[src/rtl/wrapping_fifo_if.sv]
// wrapping_fifo_if: producer/consumer handshake bundle for wrapping_fifo.
// The level signal exists only when WRAPPING_FIFO_LEVEL_EN is defined.
interface wrapping_fifo_if #(
    parameter int WIDTH = 8
`ifdef WRAPPING_FIFO_LEVEL_EN
    , parameter int LEVEL_WIDTH = 3
`endif
);
    logic             write_enable;
    logic [WIDTH-1:0] write_data;
    logic             full;
    logic             read_enable;
    logic [WIDTH-1:0] read_data;
    logic             empty;
`ifdef WRAPPING_FIFO_LEVEL_EN
    logic [LEVEL_WIDTH-1:0] level;
`endif

    modport master (
        output write_enable, write_data, read_enable,
        input  full, read_data, empty
`ifdef WRAPPING_FIFO_LEVEL_EN
        , input level
`endif
    );

    modport slave (
        input  write_enable, write_data, read_enable,
        output full, read_data, empty
`ifdef WRAPPING_FIFO_LEVEL_EN
        , output level
`endif
    );
endinterface

[src/rtl/wrapping_fifo.sv]
// wrapping_fifo: single-clock first-word-fall-through FIFO of any depth >= 2.
// Define WRAPPING_FIFO_LEVEL_EN to expose the occupancy on bus.level.
module wrapping_fifo #(
    parameter int WIDTH       = 8,
    parameter int DEPTH       = 5,
    parameter int DEPTH_LOG2  = $clog2(DEPTH),
    parameter int LEVEL_WIDTH = $clog2(DEPTH + 1)
) (
    input logic            clock,
    input logic            resetn,
    wrapping_fifo_if.slave bus
);
    logic [WIDTH-1:0]       mem [DEPTH];
    logic [DEPTH_LOG2-1:0]  write_pointer, read_pointer;
    logic [LEVEL_WIDTH-1:0] occupancy;
    logic                   push, pop;

    // A push into a full FIFO is accepted only when the head leaves on the same edge.
    assign push = bus.write_enable && (!bus.full || bus.read_enable);
    assign pop  = bus.read_enable && !bus.empty;

    always_ff @(posedge clock) begin
        if (!resetn) begin
            write_pointer <= '0;
            read_pointer  <= '0;
            occupancy     <= '0;
        end else begin
            if (push)
                write_pointer <= write_pointer == DEPTH_LOG2'(DEPTH - 1) ? '0 : write_pointer + 1'b1;
            if (pop)
                read_pointer <= read_pointer == DEPTH_LOG2'(DEPTH - 1) ? '0 : read_pointer + 1'b1;
            occupancy <= push && !pop ? occupancy + 1'b1 :
                         pop && !push ? occupancy - 1'b1 : occupancy;
        end
    end

    always_ff @(posedge clock) begin
        if (resetn && push)
            mem[write_pointer] <= bus.write_data;
    end

    assign bus.full      = occupancy == LEVEL_WIDTH'(DEPTH);
    assign bus.empty     = occupancy == '0;
    assign bus.read_data = mem[read_pointer];
`ifdef WRAPPING_FIFO_LEVEL_EN
    assign bus.level     = occupancy;
`endif
endmodule

[src/flat_wrapper.sv]
// flat-port wrapper written by rule: the top's interface ports become plain ports
module wrapping_fifo_flat 
#(
    parameter int WIDTH       = 8,
    parameter int DEPTH       = 5,
    parameter int DEPTH_LOG2  = $clog2(DEPTH),
    parameter int LEVEL_WIDTH = $clog2(DEPTH + 1)
)
  (clock, resetn, bus_write_enable, bus_write_data, bus_read_enable, bus_full, bus_read_data, bus_empty);
  wrapping_fifo_if #(.WIDTH(WIDTH)) bus_i ();
  input logic clock;
  input logic resetn;
  input wire logic [$bits(bus_i.write_enable)-1:0] bus_write_enable;
  input wire logic [$bits(bus_i.write_data)-1:0] bus_write_data;
  input wire logic [$bits(bus_i.read_enable)-1:0] bus_read_enable;
  output wire logic [$bits(bus_i.full)-1:0] bus_full;
  output wire logic [$bits(bus_i.read_data)-1:0] bus_read_data;
  output wire logic [$bits(bus_i.empty)-1:0] bus_empty;
  assign bus_i.write_enable = bus_write_enable;
  assign bus_i.write_data = bus_write_data;
  assign bus_i.read_enable = bus_read_enable;
  assign bus_full = bus_i.full;
  assign bus_read_data = bus_i.read_data;
  assign bus_empty = bus_i.empty;
  wrapping_fifo #(.WIDTH(WIDTH), .DEPTH(DEPTH), .DEPTH_LOG2(DEPTH_LOG2), .LEVEL_WIDTH(LEVEL_WIDTH)) u_core (.clock(clock), .resetn(resetn), .bus(bus_i));
endmodule
[config.mk]
export PLATFORM = sky130hd
export DESIGN_NAME = wrapping_fifo_flat
export DESIGN_NICKNAME = d
export VERILOG_FILES = /design/src/rtl/wrapping_fifo_if.sv /design/src/rtl/wrapping_fifo.sv /design/src/flat_wrapper.sv
export SDC_FILE = /design/constraint.sdc
export NUM_CORES = 1
export LEC_CHECK = 0
export BUFFER_PORTS_ARGS = -buffer_cell sky130_fd_sc_hd__buf_2
export CAP_MARGIN = 0
export CORE_MARGIN = 2
export CORE_UTILIZATION = 57
export DETAILED_ROUTE_END_ITERATION = 8
export GPL_TIMING_DRIVEN = 0
export PLACE_DENSITY = 0.77
export SLEW_MARGIN = 30
export SYNTH_ARGS = -nofsm -noshare
export SYNTH_HDL_FRONTEND = slang
export SYNTH_SLANG_ARGS = --single-unit
[constraint.sdc]
create_clock -name clock -period 2.8 [get_ports clock]
set_clock_uncertainty 0.15 [all_clocks]
set_input_delay 0.84 -clock clock [delete_from_list [all_inputs] [get_ports clock]]
set_output_delay 0.84 -clock clock [all_outputs]
set_load 0.01 [all_outputs]
Yosys cells after proc, flatten, opt, wreduce, memory -nomap -nowiden. Memory sizes are Yosys's and may differ from the RTL's. A register that Yosys moved wholly into a read port is not among the register bits. Index checks and enable logic that the tools add are counted.

Register bits after elaboration: 9. RAM bits: 40. Input port bits: 12. Output and inout port bits: 10. Word-level logic and storage cells: 31. Memories kept: 1.

Memory list: u_core.mem (words 5, bits a word 8, read ports 1, clocked after memory_dff 1, wr ports 1, RTL line wrapping_fifo.sv:13) `logic [WIDTH-1:0] mem [DEPTH];`.

$add $sub $neg: 4. Equal/unequal tests: 3. Multiplexer cells: 8. Reduce and logical (&&, ||, !) cells: 12.

Operators with widths (count): 2-to-1 mux 3 bit (6); adder 3 x 1 -> 3 bit (second input constant) (3); == test 3 bit (second input constant) (3); logical AND 1 bit (5); zero test 1 bit (4); zero test 3 bit (1); subtractor 3 x 1 -> 3 bit (second input constant) (1); 2-to-1 mux 1 bit (2); nonzero test 2 bit (1); logical OR 1 bit (1).

Longest topological paths before layout.
Depth after elaboration: 8. Mapped depth: 9.

Worst setup path after synthesis. No wires, ideal clock.

Kind: input-to-reg. From: input port bus_read_enable. To: register u_core.occupancy[2]. Setup time: 76 ps. Arrival time: 2347 ps. Data required time: 2574 ps. Slack: 228 ps. Cell stages on the path: 9. Path buffers: 0. Cell sequence: nand4bb_1 nand2_1 inv_1 ha_1 inv_1 fa_1 xor2_1 or3_1 a21boi_0.

Cells in the longest elaborated chain, start to end: 5. Elaborated cells on any way between the ends: 9. Those cells by class: 1 x mux; 8 x reduce/logical.

Ends and longest elaborated chain: from (decl) (RTL line flat_wrapper.sv:15) `input wire logic [$bits(bus_i.read_enable)-1:0] bus_read_enable;`; logical OR 1 bit (RTL line wrapping_fifo.sv:19) `assign push = bus.write_enable && (!bus.full || bus.read_enable);`; logical AND 1 bit (RTL line wrapping_fifo.sv:19); zero test 1 bit (RTL line wrapping_fifo.sv:33) `pop && !push ? occupancy - 1'b1 : occupancy;`; logical AND 1 bit (RTL line wrapping_fifo.sv:33); nonzero test 2 bit (no source line); to (signal assigned) (RTL line wrapping_fifo.sv:32) `occupancy <= push && !pop ? occupancy + 1'b1 :`; to (decl) (RTL line wrapping_fifo.sv:15) `logic [LEVEL_WIDTH-1:0] occupancy;`.

Several ways; a longest one is shown, not always the timed one. A chain may end at the register's enable or synchronous reset.

==> results.ini <==
[timing]
drv_slew=0
tightest_slew_ps=753.9
max_freq_mhz=370.1
layout_min_cycle_time_ps=2702
maxSlewHeadroom=0.4947
fin_setup_tns_ps=0
setup_viol=0
rsz0062_at_grt=no
hold_viol=0
layout_setup_ws_ps=98.29
post-route-period-util=0.9649

[routing]
drc=0
wl_per_cell_um=17.11
drtPass1Iterations=6
routed_via_density=5.649
drt-initial-drc-count=77
wl_um=3457
vias=1141
antenna_left=0

[finish]
nFillCells=249
area_growth_syn_to_layout_pct=12.87
multiInputGateArea_um2=633.1
drive_gt1_frac=0.3312
antenna_cells=0
nets=171
fin_util=0.6572
seq_area_mm2=0.001443

[clock_network]
clock_path_buffers=2
ctsRootBufferMaster=clkbuf_8
cts_hold_buf=0
clk_latency_ps=290
h-tree-depth=2
cts_tree=yes
numCtsBuffers=5
clock_sinks=52
cts.clk_slew.worst_paths_ps=90

[floorplan]
fp-row-count=22
die_area_mm2=0.004185
fp.coreArea_mm2=0.003606
die_w_um=64.69
initial_utilization=0.5822
fp.dieH_um=64.69
pin_count=22

[synthesis]
synth.distinct_cells=28
ys_seq_area_frac=0.6865
synth_flop_cell=edfxtp_1
netlist.area_leader.share=0.5721
yosys_warnings=0
ys_async_sr_fraction=0
synth_top_area_cell=edfxtp_1
synth_edf_count=40
ys_ff_latch=52
synth_cells=126
syn_area_per_cell_um2=16.66
synth_area_mm2=0.002100
synth.net_count=144
synthTopCellsByArea=edfxtp_1 57%, dfxtp_1 11%, mux4_2 8.6%, mux2_2 4.3%, ha_1 3.0%

[power]
p_total_w=0.001787
vdd_ir_drop_max_v=0.0005947
p_leak_nw=0.8170
cellPowerDensity_mw_per_mm2=753.9

[worst_setup_path]
end_kind=primary output
cp.required_ps=1810
path_class=reg2out
setup.worst_path.start_class=flop
arrival_ps=1710
cp_max_fo=8

[place]
dp_hpwl_um=2441
port_buffers=21
dpl_worst_slack_ps=-33.84
place.gp.congestion=0.6966

[grt]
grt_pass1_wl_um=5609
grt_max_degree=17
antenna_found_initial=0
track_usage=0.1871
grt_pass1_vias=1197
gr-total-overflow=0

[outcome]
status=finished clean

[min_path]
holdCritPathClass=reg2reg

[run]
maxCapViolCount=0

[critical path, stage by stage, from the launching register on]
cell	delay (ps)
dfxtp_2	330
buf_6	160
mux4_2	510
mux2_2	280
buf_2	140
[metrics by stage]
step                      cells  area [um2]  hold WS (ps)
after floorplan             126        2100         326.4
after global placement      195        2265         343.2
after detailed placement    195        2285         382.7
after CTS                   202        2369         396.1
after global routing        202        2370         431.8
final                       202        2370         391.4
[area by class of cell]
class / instances / share of cell area
sequential: 52 / 0.6088
multi-input combinational: 64 / 0.2672
timing repair buffer: 21 / 0.04435
clock buffer: 5 / 0.02904
tap: 48 / 0.02534
inverter: 6 / 0.009504
clock inverter: 3 / 0.007920
buffer: 3 / 0.007920
[cells by family (layout without fill, tap and decap cells)]
family | after synthesis | count (layout) | share of synthesized area
adder cells (fa/ha/maj) | 6 | 6 | 0.03933
XOR/XNOR | 2 | 2 | 0.008345
flip-flops | 52 | 52 | 0.6865
AND/OR/NAND/NOR | 28 | 28 | 0.07033
multiplexers | 19 | 19 | 0.1430
AO/OA/AOI/OAI | 9 | 9 | 0.03099
buffers and inverters | 10 | 38 | 0.02145
[what timing repair did]
action / CTS / global route
hold endpoints to repair: 0 / 0
setup buffers: 0 / 0
cloned: 0 / 0
setup endpoints to repair: 7 / 1
resized for setup: 0 / 1
[metal layers]
metal,track usage,part of all wire,vias to the layer above
met3,0.04514,0.042,9
met1,0.2046,0.40,555
met2,0.3411,0.55,39
li1,-,-,538
met4,0.08777,0.015,0
met5,0,0,-
[cell usage after synthesis, types with 2 or more instances]
library cell and n:
nand2_1 7, nor3_1 5, edfxtp_1 40, mux2_2 8, ha_1 5, o211ai_1 2
nor2_1 2, nor2b_1 2, mux4_2 8, and2_1 2, nand3_1 6, o21ai_0 4
inv_1 6, mux2i_1 3, dfxtp_1 12, clkbuf_1 2
[where the power goes]
part           internal [W]  switching (W)  leakage, nW
Combinational      0.000231       0.000200        0.318
Clock              0.000173       0.000231       0.0378
Sequential         0.000888      0.0000639        0.461
[final timing paths]
check | start | end | slack (ps) | cells after the start
max | flop | bus_read_data[6] | 100 | 4
min | u_core.write_pointer[1]$_SDFFE_PN0N_ | u_core.write_pointer[1]$_SDFFE_PN0N_ | 390 | 2
max reg2reg | u_core.occupancy[0]$_SDFFE_PN0P_ | u_core.occupancy[2]$_SDFFE_PN0P_ | 370 | 7
min reg2reg | u_core.write_pointer[1]$_SDFFE_PN0N_ | u_core.write_pointer[1]$_SDFFE_PN0N_ | 390 | 2
[placed cells by master (no fill, tap or decap), types with 2 or more instances in the layout]
cell type,count
o21ai_0,4
mux2_2,8
ha_1,5
edfxtp_1,40
clkinvlp_4,2
dfxtp_1,11
nor3_2,4
buf_2,21
nand2_1,7
o211ai_1,2
mux2i_1,3
and2_1,2
nor2_1,2
mux4_2,8
nor2b_1,2
inv_1,6
clkbuf_8,5
nand3_1,6
[sequential cells by signal, indices dropped and copies added, names as in the netlist, named ones only]
name / count
u_core.occupancy: 3
u_core.mem: 40
u_core.write_pointer: 3
u_core.read_pointer: 3
(Power assumes the default switching activity.)
